File: config.mk
export PLATFORM = sky130hd
export DESIGN_NAME = midi_uart_tx
export DESIGN_NICKNAME = d
export VERILOG_FILES = /design/src/rtl/midi_pkg.sv /design/src/rtl/uart_tx_byte.sv /design/src/rtl/midi_uart_tx.sv
export SDC_FILE = /design/constraint.sdc
export NUM_CORES = 1
export LEC_CHECK = 0
export CAP_MARGIN = 25
export CORE_AREA = 5 5 95 97
export DETAILED_ROUTE_END_ITERATION = 8
export DIE_AREA = 0 0 100 102
export PLACE_DENSITY = 0.75
export SLEW_MARGIN = 10
export SYNTH_ARGS = -nofsm -noshare
export SYNTH_HDL_FRONTEND = slang
export SYNTH_SLANG_ARGS = --single-unit
File: constraint.sdc
create_clock -name clk -period 3.9 [get_ports clk]
set_input_delay 0.78 -clock clk [delete_from_list [all_inputs] [get_ports clk]]
set_output_delay 0.78 -clock clk [all_outputs]
set_load 0.01 [all_outputs]
File: src/rtl/midi_pkg.sv
// Shared status bytes, state encodings and baud-divisor helper for the MIDI UART transmitter.
package midi_pkg;

  localparam logic [7:0] NOTE_OFF = 8'h80;
  localparam logic [7:0] NOTE_ON  = 8'h90;
  localparam logic [7:0] PROG_CHG = 8'hC0;

  // Frame sequencer: pop a message, expand it, hand its bytes to the serialiser.
  typedef enum logic [1:0] {SEQ_IDLE, SEQ_LOAD, SEQ_SEND} seq_state_t;

  // Bit-level serialiser.
  typedef enum logic [1:0] {TX_IDLE, TX_START, TX_DATA, TX_STOP} tx_state_t;

  function automatic int unsigned clks_per_bit(input int unsigned clk_hz,
                                               input int unsigned baud);
    return clk_hz / baud;
  endfunction

endpackage

File: src/rtl/uart_tx_byte.sv
// 8N1 byte serialiser; a byte offered with start during the final stop-bit cycle follows
// with no idle gap. done is high during that final stop-bit cycle.
module uart_tx_byte
  import midi_pkg::*;
#(
  parameter int unsigned CLKS_PER_BIT = 3200
) (
  input  logic       clk,
  input  logic       rst,
  input  logic [7:0] byte_in,
  input  logic       start,
  output logic       tx,
  output logic       done
);

  localparam int unsigned    CW       = $clog2(CLKS_PER_BIT) + 1;
  localparam logic [CW-1:0]  LAST     = CW'(CLKS_PER_BIT - 1);
  localparam logic [CW-1:0]  PRE_LAST = CW'(CLKS_PER_BIT - 2);

  tx_state_t    r_state;
  logic [CW-1:0] r_cnt;
  logic [2:0]   r_bit;
  logic [7:0]   r_shift;
  logic         w_tick;

  assign w_tick = (r_cnt == LAST);

  always_ff @(posedge clk) begin
    if (rst) begin
      r_state <= TX_IDLE;
      r_cnt   <= '0;
      r_bit   <= '0;
      r_shift <= '0;
      tx      <= 1'b1;
      done    <= 1'b0;
    end else begin
      done  <= (r_state == TX_STOP) && (r_cnt == PRE_LAST);
      r_cnt <= ((r_state == TX_IDLE) || w_tick) ? '0 : r_cnt + CW'(1);
      unique case (r_state)
        TX_IDLE: begin
          if (start) begin
            r_shift <= byte_in;
            tx      <= 1'b0;
            r_state <= TX_START;
          end
        end
        TX_START: begin
          if (w_tick) begin
            tx      <= r_shift[0];
            r_shift <= r_shift >> 1;
            r_bit   <= '0;
            r_state <= TX_DATA;
          end
        end
        TX_DATA: begin
          if (w_tick) begin
            if (r_bit == 3'd7) begin
              tx      <= 1'b1;
              r_state <= TX_STOP;
            end else begin
              tx      <= r_shift[0];
              r_shift <= r_shift >> 1;
              r_bit   <= r_bit + 3'd1;
            end
          end
        end
        TX_STOP: begin
          if (w_tick) begin
            if (start) begin
              r_shift <= byte_in;
              tx      <= 1'b0;
              r_state <= TX_START;
            end else begin
              r_state <= TX_IDLE;
            end
          end
        end
        default: r_state <= TX_IDLE;
      endcase
    end
  end

endmodule

File: src/rtl/midi_uart_tx.sv
// Buffers encoder messages, expands each into a MIDI channel message and
// shifts it out as 8N1 UART at MIDI baud.
module midi_uart_tx
  import midi_pkg::*;
#(
  parameter int unsigned CLK_HZ    = 100000000,
  parameter int unsigned BAUD      = 31250,
  parameter int unsigned CHANNEL   = 0,
  parameter int unsigned NOTE_BASE = 48,
  parameter int unsigned VELOCITY  = 100,
  parameter int unsigned DEPTH     = 4
) (
  input  logic       clk,
  input  logic       rst,
  input  logic [7:0] data,
  input  logic       mstart,
  output logic       mready,
  output logic       tx,
  output logic       busy
);

  localparam int unsigned      CPB     = clks_per_bit(CLK_HZ, BAUD);
  localparam int unsigned      AW      = $clog2(DEPTH);
  localparam int unsigned      CNTW    = AW + 1;
  localparam logic [CNTW-1:0]  RDY_MAX = CNTW'(DEPTH - 2);
  localparam logic [7:0]       CH      = {4'h0, 4'(CHANNEL)};

  logic [7:0]      r_mem [DEPTH];
  logic [AW-1:0]   r_wr;
  logic [AW-1:0]   r_rd;
  logic [CNTW-1:0] r_count;
  logic            r_mready_q;
  seq_state_t      r_seq;
  logic [7:0]      r_msg;
  logic [23:0]     r_buf;
  logic [1:0]      r_left;
  logic            r_go;

  logic            w_push;
  logic            w_pop;
  logic            w_done;
  logic            w_start;
  logic            w_frame_end;
  logic [CNTW-1:0] w_count_next;
  logic [7:0]      w_key;
  logic [23:0]     w_frame;
  logic [1:0]      w_len;

  // Capture is qualified by last cycle's mready: the encoder reacts one edge late.
  always_comb begin
    w_push       = mstart && (data != 8'h00) && r_mready_q;
    w_pop        = (r_seq == SEQ_IDLE) && (r_count != '0);
    w_count_next = r_count + CNTW'(w_push) - CNTW'(w_pop);
    w_start      = r_go || (w_done && (r_left != 2'd1));
    w_frame_end  = (r_seq == SEQ_SEND) && w_done && (r_left == 2'd1);
  end

  // Expand the popped message; byte 0 (status) sits in the low lane.
  always_comb begin
    w_key = {1'b0, {1'b0, r_msg[7:2]} + 7'(NOTE_BASE)};
    if (r_msg[0]) begin
      w_frame = {8'h00, {1'b0, r_msg[7:1]}, PROG_CHG | CH};
      w_len   = 2'd2;
    end else if (r_msg[1]) begin
      w_frame = {8'(VELOCITY), w_key, NOTE_ON | CH};
      w_len   = 2'd3;
    end else begin
      w_frame = {8'h00, w_key, NOTE_OFF | CH};
      w_len   = 2'd3;
    end
  end

  always_ff @(posedge clk) begin
    if (w_push) r_mem[r_wr] <= data;
  end

  always_ff @(posedge clk) begin
    if (rst) begin
      r_seq      <= SEQ_IDLE;
      r_msg      <= '0;
      r_buf      <= '0;
      r_left     <= '0;
      r_go       <= 1'b0;
      r_wr       <= '0;
      r_rd       <= '0;
      r_count    <= '0;
      r_mready_q <= 1'b0;
      mready     <= 1'b0;
      busy       <= 1'b0;
    end else begin
      r_mready_q <= mready;
      mready     <= (w_count_next <= RDY_MAX);
      busy       <= (w_count_next != '0) || w_pop || (r_seq == SEQ_LOAD) ||
                    ((r_seq == SEQ_SEND) && !w_frame_end);
      r_count    <= w_count_next;
      if (w_push)  r_wr  <= r_wr + AW'(1);
      if (w_pop)   r_rd  <= r_rd + AW'(1);
      // Each byte handed to the serialiser exposes the next one in the low lane.
      if (w_start) r_buf <= {8'h00, r_buf[23:8]};
      unique case (r_seq)
        SEQ_IDLE: begin
          if (w_pop) begin
            r_msg <= r_mem[r_rd];
            r_seq <= SEQ_LOAD;
          end
        end
        SEQ_LOAD: begin
          r_buf  <= w_frame;
          r_left <= w_len;
          r_go   <= 1'b1;
          r_seq  <= SEQ_SEND;
        end
        SEQ_SEND: begin
          r_go <= 1'b0;
          if (w_done) begin
            r_left <= r_left - 2'd1;
            if (r_left == 2'd1) r_seq <= SEQ_IDLE;
          end
        end
        default: r_seq <= SEQ_IDLE;
      endcase
    end
  end

  uart_tx_byte #(.CLKS_PER_BIT(CPB)) u_tx (
    .clk    (clk),
    .rst    (rst),
    .byte_in(r_buf[7:0]),
    .start  (w_start),
    .tx     (tx),
    .done   (w_done)
  );

endmodule

; Yosys cells after proc, flatten, opt, wreduce, memory -nomap -nowiden
; Memory sizes are Yosys's and may differ from the RTL's. A register that Yosys moved wholly into a read port is not among the register bits.
; Cells that the tools add are included.
[classes]
addsub = 8
magnitude_cmp = 1
n_eq_ne = 19
muxes = 37
reduce_logical = 30
[op_table]
columns = op, n
row1 = $mux 24, 2
row2 = $mux 23, 2
row3 = $mux 8, 5
row4 = $pmux 8 s4, 1
row5 = $eq 13x12->1 const B, 2
row6 = $mux 2, 9
row7 = $ne 2x1->1 const B, 8
row8 = $add 13x1->13 const B, 1
row9 = $mux 1, 9
row10 = $mux 3, 3
row11 = $logic_and 1x1->1, 8
row12 = $pmux 2 s4, 1
row13 = $reduce_and 4->1, 2
row14 = $reduce_bool 8->1, 1
row15 = $add 6x6->7 const B, 1
row16 = $eq 2x1->1 const B, 3
row17 = $eq 2x2->1 const B, 3
row18 = $pmux 2 s3, 1
row19 = $pmux 3 s2, 1
row20 = $reduce_and 3->1, 2
row21 = $reduce_bool 2->1, 3
row22 = $reduce_bool 3->1, 2
row23 = $logic_or 1x1->1, 5
row24 = $reduce_and 5->1, 1
row25 = 15 further kinds, 19
[word_totals]
regBits = 67
ramBits = 32
inputBits = 11
out_inout_bits = 3
wordCells = 112
n_memories = 1
[memory_table]
columns = memory, depth, width, rd, rd_ports_with_merged_regs, wr, line
row1 = r_mem, 4, 8, 1, 1, 1, midi_uart_tx.sv:28  ; logic [7:0] r_mem [DEPTH];

; Depth between registers and ports, before layout
[depth]
ltp_word = 9
ltp_mapped = 12

; Hierarchy
; Synthesis repeated with hierarchy kept, for this count alone.
[hier_totals]
hier_cells = 414
hier_area_um2 = 4498.1
[modules_own_cells]
columns = mod, instances, cells_each, area_each_um2, seq_area_each_um2
row1 = midi_uart_tx, 1, 242, 2966.6, 1741.7
row2 = uart_tx_byte, 1, 172, 1531.5, 560.5

; Worst setup path after synthesis
; No wires, ideal clock.
[synth_path]
path_type = input port to flip-flop
from = input data[0]
to = register busy
setup_ns = 0.133
arrival_ns = 2.525
t_required_ns = 3.767
setup_slack_ns = 1.242
cell_stages = 9
path_buffers = 0
path_cell_list = nor4_1 > a21oi_1 > inv_1 > ha_1 > inv_1 > ha_1 > fa_1 > nor4_1 > a31oi_1
[synth_via]
elab_chain_cells = 9
[synth_rtl]
columns = element, line
row1 = "start, declared", midi_uart_tx.sv:15  ; input logic [7:0] data,
row2 = $reduce_bool 8->1, midi_uart_tx.sv:51  ; w_push = mstart && (data != 8'h00) && r_mready_q;
row3 = $logic_and 1x1->1 (2 in series), midi_uart_tx.sv:51
row4 = $add 3x1->3, midi_uart_tx.sv:53  ; w_count_next = r_count + CNTW'(w_push) - CNTW'(w_pop);
row5 = $sub 3x1->3, midi_uart_tx.sv:53
row6 = net w_count_next[1], midi_uart_tx.sv:44  ; logic [CNTW-1:0] w_count_next;
row7 = $reduce_bool 3->1, midi_uart_tx.sv:93  ; busy <= (w_count_next != '0) || w_pop || (r_seq == SEQ_LOAD) ||
row8 = $logic_or 1x1->1 (3 in series), midi_uart_tx.sv:93
row9 = "end signal, assigned", midi_uart_tx.sv:93
row10 = "end, declared", midi_uart_tx.sv:19  ; output logic busy
; The timed path passes the listed nets, and every way through them passes these cells.
; A chain may end at the register's enable or synchronous reset.

; Final worst setup path
[layout_path]
from = input data[5]
to = register busy
; The elaborated chain is that of the path after synthesis.

==> flow_metrics.env <==
export IMPL_finalCritPeriodShare_pct=80.6
export IMPL_cts_max_level=3
export IMPL_max_freq_mhz=318
export IMPL_ys_warn_count=0
export IMPL_worstSetupStartpoint="data[5]"
export IMPL_r2r_start="r_count[1]"
export IMPL_num_antenna_cells=0
export IMPL_path_max_fanout=7
export IMPL_reg2regPathDepth=9
export IMPL_r2r_end="busy"
export IMPL_powerDensity_nw_per_um2=634
export IMPL_synthCells=393
export IMPL_die_area_um2=10200
export IMPL_tns_ps=0
export IMPL_grt_pass1_wl_um=12200
export IMPL_synthArstFlopShare_pct=0
export IMPL_start_util_pct=54.0
export IMPL_io_pins=14
export IMPL_final_common_cell="dfxtp_1"
export IMPL_grt_total_usage_pct=15.0
export IMPL_synth_cell_types=55
export IMPL_drive_gt1_share_pct=11.3
export IMPL_syn_cell_area_um2=4350
export IMPL_status="complete, no violations"
export IMPL_ir_drop_mv=0.364
export IMPL_drc=0
export IMPL_timing_final_max_slew_violations=0
export IMPL_cts_root_buf="clkbuf_8"
export IMPL_crit_type="primary input to flop"
export IMPL_ys_flop_type="dfxtp_1"
export IMPL_critPathSlowestCell="clkdlybuf4s50_1"
export IMPL_worstSkewPairLatency_ps=370
export IMPL_ys_ff_latch=99
export IMPL_skew_ps=7.42
export IMPL_drv_cap=0
export IMPL_placementRows=33
export IMPL_cts_sinks=99
export IMPL_wl_per_cell_um=14.0
export IMPL_hold_viol=0
export IMPL_clkTransAtPathRegs_ps=100
export IMPL_power_total_w=0.00300
export IMPL_grt_pass1_vias=2693
export IMPL_top_usage_layer="met2"
export IMPL_slew_headroom_pct=46.5
export IMPL_port_buffers=13
export IMPL_grt_met3_usage_pct=4.44
export IMPL_min_path_type="flop to flop"
export IMPL_cts_tree="done"
export IMPL_grt_max_degree=44
export IMPL_min_period_ps=3140
export IMPL_critPathCapture="busy"
export IMPL_ctsResizeCount=0
export IMPL_synth_edf_count=32
export IMPL_setup_violations=0
export IMPL_die_h_um=102
export IMPL_max_stage_delay_ps=480
export IMPL_crit_chain="clkdlybuf4s50_1 > nor4_1 > a21oi_1 > inv_1 > ha_1 > inv_1 > ha_1 > fa_1 > nor4_1 > a31oi_1"
export IMPL_vias_per_cell=5.44
export IMPL_ant_nets=0
export IMPL_worstPathArrival_ps=3390
export IMPL_worstMarginPinSlew_ps=796
export IMPL_postSynthNetCount=424
export IMPL_hold_depth=2
export IMPL_gp_congestion=0.803
export IMPL_numCtsBuffers=9
export IMPL_drt_iter0_drc=92
export IMPL_first_pass_iters=4
export IMPL_core_um2=8050
export IMPL_final_nets=432
export IMPL_post_cts_buffers=0
export IMPL_hpwl_um=5010
export IMPL_yosysSeqAreaShare_pct=53.0
export IMPL_area_growth_pct=9.01
export IMPL_p_leak_nw=1.69
export IMPL_syn_mean_instance_area_um2=11.1
export IMPL_cp_required_ps=4140
export IMPL_rsz0062_at_grt="false"
export IMPL_drt_total_wl_um=7170
export IMPL_die_width_um=100
export IMPL_grt_ovfl_total=0
export IMPL_crit_path_end_kind="flop"
export IMPL_r2r_slack_ps=1010
export IMPL_grt_use_met2_pct=26.7
export IMPL_gr_usage_met1_pct=17.8
export IMPL_vias=2782
export IMPL_clock_path_buffers=2
export IMPL_startpoint_type="primary input"
export IMPL_final_cell_mix="67 x dfxtp_1, 51 x nand2_1, 32 x edfxtp_1"
export IMPL_holdBufCountCts=0
export IMPL_antenna_found_initial=0
[cell type report]
type,instances,area [um2]
flip-flops and latches,99,2300
inverters,23,86.3
well taps,105,131
clock inverters,7,71.3
clock buffers,9,124
fillers,691,3310
repair buffers,14,138
multi-input cells,254,1880
[Yosys cell counts (3+ instances only)]
cell      number  area (um2)
xnor2_1        8        70.1
xor2_1         7        61.3
mux2_2        10         113
nor3_1         8        40.0
ha_1          19         238
nand3_1        9        45.0
clkbuf_1      11        41.3
edfxtp_1      32         961
buf_2          4        20.0
a31oi_1        3        18.8
nand2_1       51         191
inv_1         22        82.6
a211oi_1       8        60.1
and2_1         7        43.8
a21oi_1       20         100
nor2b_1        3        18.8
nand2b_1       3        18.8
mux2i_1       16         160
nor4_1         4        25.0
o21ai_0        4        20.0
mux4_2         8         180
nor2_1        28         105
dfxtp_1       67        1340
[cells by family (layout without fill, tap and decap cells)]
kind of cell	after synthesis	after routing	share of synthesized area [%]
xor gates and xnor gates	15	15	3.02
muxes	34	34	10.4
adders and majority gates	20	20	5.93
AOI/OAI and AO/OA	56	56	9.19
and+or+nand+nor	129	129	14.8
DFF	99	99	53.0
buffers and inverters	40	53	3.66
[registers in the layout, indices dropped and copies added (netlist names), 2 cells and up]
| name | cells |
|---|---|
| r_buf | 16 |
| r_wr | 2 |
| u_tx.r_shift | 8 |
| r_count | 3 |
| u_tx.r_state | 2 |
| u_tx.r_cnt | 13 |
| r_rd | 2 |
| u_tx.r_bit | 3 |
| r_left | 2 |
| r_msg | 8 |
| r_mem | 32 |
| r_seq | 2 |
[power by group]
| part | total (W) | switching, W | internal (W) |
|---|---|---|---|
| clock | 0.000648 | 0.000391 | 0.000257 |
| sequential | 0.00137 | 0.000142 | 0.00122 |
| combinational | 0.000989 | 0.000530 | 0.000459 |
[stage by stage]
| stage | area (um2) | utilization, % | setup WS (ps) | hold slack [ps] | instances |
|---|---|---|---|---|---|
| floorplan | 4350 | - | 1240 | 435 | 393 |
| global placement | 4540 | 56.4 | 474 | 444 | 495 |
| detailed placement | 4540 | 56.4 | 308 | 457 | 495 |
| CTS | 4740 | 58.8 | 722 | 472 | 511 |
| global route | 4740 | 58.8 | 638 | 496 | 511 |
| finish | 4740 | 58.8 | 756 | 465 | 511 |
[per-layer routing]
| metal | vias to the layer above | share of wire [%] |
|---|---|---|
| met1 | 1336 | 47 |
| met2 | 28 | 49 |
| li1 | 1410 | - |
| met4 | 0 | 1.1 |
| met5 | - | 0 |
| met3 | 8 | 3.3 |
[how the worst min path moves through the flow]
stage | endpoint | slack, ps | from
6_report | u_tx.r_shift[3] | 460 | u_tx.r_shift[3]
5_1_grt | u_tx.r_shift[3] | 500 | u_tx.r_shift[3]
4_1_cts | u_tx.r_shift[3] | 470 | u_tx.r_shift[3]
3_5_place_dp | u_tx.r_shift[6] | 460 | u_tx.r_shift[6]
3_3_place_gp | u_tx.r_shift[4] | 440 | u_tx.r_shift[4]
2_1_floorplan | u_tx.r_shift[0] | 430 | u_tx.r_shift[0]
[worst max-delay path: cells and delay by family]
family	cells	cell delay [ps]
AOI/OAI and AO/OA	2	390
adders and majority gates	3	820
buffers and inverters	3	650
and+or+nand+nor	2	730
(Power assumes the default switching activity.)
==> edit 1: new RTL, config.mk and constraints unchanged <==
`CLK_HZ`: 100000000 -> 200000000.
--- a/src/rtl/midi_uart_tx.sv
+++ b/src/rtl/midi_uart_tx.sv
@@ -3,7 +3,7 @@
 module midi_uart_tx
   import midi_pkg::*;
 #(
-  parameter int unsigned CLK_HZ    = 100000000,
+  parameter int unsigned CLK_HZ    = 200000000,
   parameter int unsigned BAUD      = 31250,
   parameter int unsigned CHANNEL   = 0,
   parameter int unsigned NOTE_BASE = 48,
Behaviour: no difference found for any inputs over 10 cycles, from zero or initial values and one cycle with rst high; that may be too few to reach the edited logic, so the function may still have changed.
==> edit 1 against the original RTL <==
Register-to-register slack lost 90 ps. Design area grew 1.7%. Clock skew grew 3.4 ps. Core utilization grew 0.98 points. Clock power grew 7.4%. Wire length grew 5.3%. Non-clock buffer count is the same. Sequential cell count grew 1. Area after synthesis grew 1.3%. Power grew 2.2%. Setup slack lost 6.2 ps. Synthesized cell count grew 3.3%.
==> edit 1: results (changes against the original RTL) <==
first-pass GRT wire length=13.2 mm (was 12.2 mm); Port Buffer Count=13 (unchanged); via count=2858 (was 2782); largest net degree at the start of global routing=65 (was 44); total track usage=16.3% (was 15.0%); dpl ws=320 ps (was 308 ps); sequential share of the synthesized area=52.8% (was 53.0%); VDD IR-drop max=309 uV (was 364 uV); count of different cell masters after synthesis=48 (was 55); dpl hpwl=5.21 mm (was 5.01 mm); number of fill cells in the layout=703 (was 691); fraction of layout cells with a size suffix above 1=10.5% (was 11.3%); worst slew pin tran=756 ps (was 796 ps); # diodes=0 (unchanged); max incr delay on CP=550 ps (was 480 ps); hold path start=r_msg[4]$_SDFFE_PP0P_ (was u_tx.r_shift[3]$_SDFFE_PP0P_); reg2reg path depth=10 (was 9); worst setup path startpoint=data[1] (was data[5]); Hold EP=r_msg[4]$_SDFFE_PP0P_ (was u_tx.r_shift[3]$_SDFFE_PP0P_); max-slew violations=0 (unchanged); final period utilization=80.8% (was 80.6%); Crit path arrival time=3380 ps (was 3390 ps); top post-synthesis cells by count=dfxtp_1 (68), nor2_1 (45), edfxtp_1 (32), nand2_1 (32), inv_1 (21) (was dfxtp_1 (67), nand2_1 (51), edfxtp_1 (32)); hold path cells=2 (unchanged); initial antenna violation count=0 (unchanged); NumNets Final=444 (was 432); outcome=completed (unchanged); Cell Int Power=2.01 mW (was 1.94 mW); Placer Congestion=0.760 (was 0.803); reg2reg setup slack=920 ps (was 1010 ps); clock skew=10.9 ps (was 7.42 ps); Synth area leaders=dfxtp_1 (31%), edfxtp_1 (22%), ha_1 (5.4%), mux4_2 (4.1%), mux2i_1 (3.9%) (was dfxtp_1 (31%), edfxtp_1 (22%), ha_1 (5.5%), nand2_1 (4.4%), mux4_2 (4.1%)); final wirelength=7.55 mm (was 7.17 mm); Iter 0 DRT Violations=111 (was 92)
edit 1: power by group through the flow:
stage                     registers [mW]  logic [mW]  clock network [mW]
after global placement              1.40       0.959                   0
after CTS                           1.38        1.00               0.711
after detailed placement            1.41       0.993                   0
after floorplan                     1.34       0.848                   0
final                               1.38       0.993               0.696
after global routing                1.41        1.14               0.753
edit 1: critical path, delay by kind of cell:
kind	cells	cell delay (ps)
compound gates	2	570
fa+ha+maj	3	930
buf+inv	4	750
simple gates	2	350
edit 1: stage by stage:
stage	cell area, um^2	instances	hold slack, ps
4_1_cts	4800	522	483
3_5_place_dp	4580	506	469
6_report	4820	523	477
3_3_place_gp	4580	506	452
5_1_grt	4820	523	499
2_1_floorplan	4400	406	441
edit 1: cells by family (layout without fill, tap and decap cells):
group / count (synthesis) / in the layout / share of synthesized area [%]
buf+inv: 40 / 52 / 3.53
xor+xnor: 17 / 17 / 3.38
compound gates: 49 / 49 / 7.48
simple gates: 145 / 145 / 16.5
fa+ha+maj: 20 / 20 / 5.86
flops: 100 / 100 / 52.8
mux: 35 / 35 / 10.5
edit 1: final cells by class:
| class | count | area share (%) |
|---|---|---|
| clock inverter | 7 | 1.82 |
| sequential | 100 | 48.2 |
| timing repair buffer | 14 | 3.01 |
| multi-input combinational | 266 | 39.9 |
| inverter | 22 | 1.71 |
| clock buffer | 9 | 2.57 |
| tap | 105 | 2.73 |
edit 1: layer usage:
metal	vias to the layer above	global-route usage [%]	part of all wire, %
met5	-	0	0
li1	1445	-	-
met4	0	6.84	1.3
met2	40	28.4	49
met1	1364	19.7	46
met3	9	3.55	3.3
==> edit 2: new RTL, same settings <==
Without the edit above. Register the output `tx`, cleared by the reset; this adds one clock of latency there. The other outputs are not delayed to match.
--- a/src/rtl/midi_uart_tx.sv
+++ b/src/rtl/midi_uart_tx.sv
@@ -24,6 +24,8 @@
   localparam int unsigned      CNTW    = AW + 1;
   localparam logic [CNTW-1:0]  RDY_MAX = CNTW'(DEPTH - 2);
   localparam logic [7:0]       CH      = {4'h0, 4'(CHANNEL)};
+
+  logic tx_d;
 
   logic [7:0]      r_mem [DEPTH];
   logic [AW-1:0]   r_wr;
@@ -127,9 +129,17 @@
     .rst    (rst),
     .byte_in(r_buf[7:0]),
     .start  (w_start),
-    .tx     (tx),
+    .tx     (tx_d),
     .done   (w_done)
   );
 
+  always_ff @(posedge clk) begin
+    if (rst) begin
+      tx <= '0;
+    end else begin
+      tx <= tx_d;
+    end
+  end
+
 endmodule
 
Function: changed (a bounded check fails within 4 cycles, from zero or initial values and one cycle with rst high).
==> edit 2 against the original RTL <==
Setup slack lost 3.5 ps. Sequential cell count grew 1. Via count increased by 0.93%. Wire length up 3.0%. Global-route usage grew 0.86 points. Power up 3.5%. Sequential share of layout area increased by 0.68 points. Area after synthesis about the same. Design area decreased by 0.53%. Cell count down 0.78%. Critical endpoint unchanged.
==> edit 2: results (changes against the original RTL) <==
Setup crit end=busy$_SDFF_PP0_ (unchanged); vias per cell=5.54 (was 5.44); clock sinks=100 (was 99); syn nets=423 (was 424); Multi-input gate area=1840 um^2 (was 1880 um^2); CP max FO=7 (unchanged); GR Util met3=4.16% (was 4.44%); total track usage=15.9% (was 15.0%); NumNets Final=428 (was 432); H-tree levels=3 (unchanged); M1 WL=3.51 mm (was 3.35 mm); Clock buf/inv share=4.43% (was 4.12%); Non-Filler Instances=507 (was 511); sequential share of the synthesized area=53.5% (was 53.0%); met1 Use GR=20.0% (was 17.8%); leak pwr=1.62 nW (was 1.69 nW); register share of the cell area=49.3% (was 48.6%); Largest regs=r_mem x32, r_buf x16, u_tx.r_cnt x13 (unchanged); Crit path arrival time=3390 ps (about the same); Post-Synth Adder-Cell Area=5.93% (about the same); Placer Congestion=0.747 (was 0.803); largest net degree at the start of global routing=48 (was 44); Reg2Reg Capture Point=busy$_SDFF_PP0_ (unchanged); # diodes=0 (unchanged); GR Layer Usage met2=27.1% (was 26.7%); fraction of layout cells with a size suffix above 1=9.95% (was 11.3%); Multi-In Gates=252 (was 254); Non-clock inverters=20 (was 23); highest routed metal layer=met4 (unchanged); dpl hpwl=5.02 mm (was 5.01 mm); first-pass GRT wire length=12.9 mm (was 12.2 mm); Layout clock buffers=9 (unchanged); mux cell area share after synthesis=8.38% (was 10.4%); worst setup path startpoint=data[4] (was data[5]); RR Startpoint=r_count[1]$_SDFF_PP0_ (unchanged); VDD IR-drop max=343 uV (was 364 uV); count of different cell masters after synthesis=51 (was 55); top post-synthesis cells by count=dfxtp_1 (68), nand2_1 (35), edfxtp_1 (32) (was dfxtp_1 (67), nand2_1 (51), edfxtp_1 (32)); wire length on met2=3.53 mm (was 3.51 mm); Iter 0 DRT Violations=180 (was 92); placed cells=491 (was 495); Reg clk slew, reported paths=120 ps (was 100 ps); # resized after CTS=0 (unchanged); WL met3=274 um (was 235 um); Synth area leaders=dfxtp_1 (31%), edfxtp_1 (22%), ha_1 (5.5%), mux4_2 (4.1%), mux2i_1 (3.5%) (was dfxtp_1 (31%), edfxtp_1 (22%), ha_1 (5.5%), nand2_1 (4.4%), mux4_2 (4.1%)); NonClk Buf Share=2.81% (was 2.91%); number of fill cells in the layout=682 (was 691); initial antenna violation count=0 (unchanged); vias in the first global route=2740 (was 2693); XOR/XNOR Fraction of Synth Area=3.23% (was 3.02%); outcome=completed (unchanged); complex-gate fraction of the synthesized area=11.1% (was 9.19%); Non-CTS buffers=14 (unchanged); Mapped Cells=392 (was 393); clock skew=15.6 ps (was 7.42 ps); worst slew pin tran=809 ps (was 796 ps); Avg WL per Cell=14.6 um (was 14.0 um); Hold Worst Slack=480 ps (was 465 ps); clk_lat worst skew=370 ps (about the same); Syn. warnings=0 (unchanged)
## edit 2: cell count changes after synthesis, moves of 7 or more
| cell | change |
|---|---|
| a311oi_1 | +7 |
| a21oi_1 | +8 |
| mux2_2 | -7 |
| nand2_1 | -16 |
## edit 2: worst min path at each step
stage,endpoint,from,cells after the start
after floorplan,tx$_SDFF_PP0_,u_tx.tx$_SDFFE_PP1P_,1
after global placement,r_msg[2]$_SDFFE_PP0P_,r_msg[2]$_SDFFE_PP0P_,2
after detailed placement,r_mready_q$_SDFF_PP0_,mready$_SDFF_PP0_,1
after CTS,r_left[1]$_SDFFE_PP0P_,r_left[1]$_SDFFE_PP0P_,2
after global routing,tx$_SDFF_PP0_,u_tx.tx$_SDFFE_PP1P_,1
final,r_msg[5]$_SDFFE_PP0P_,r_msg[5]$_SDFFE_PP0P_,2
## edit 2: power breakdown
| part | internal [mW] | switching (mW) | total, mW |
|---|---|---|---|
| combinational | 0.468 | 0.581 | 1.05 |
| sequential | 1.25 | 0.149 | 1.40 |
| clock | 0.256 | 0.403 | 0.659 |
## edit 2: critical path, stage by stage
cell and delay, ps:
clkdlybuf4s50_1 560, nor4_1 100, a21oi_1 440, inv_1 100, ha_1 300, inv_1 40, ha_1 190, fa_1 490
nor4_1 290, a31oi_1 120
## edit 2: metrics by stage
stage,utilization (%),cell area [um^2],worst slack [ps]
floorplan,-,4340,1240
CTS,58.5,4710,755
finish,58.5,4710,753
detailed placement,55.9,4500,321
global route,58.5,4710,612
global placement,55.9,4500,495
## edit 2: cells by family (layout without fill, tap and decap cells)
kind of cell	count (synthesis)	in the layout
xor+xnor	16	16
buf+inv	40	50
simple gates	118	118
flops	100	100
compound gates	72	72
mux	26	26
fa+ha+maj	20	20
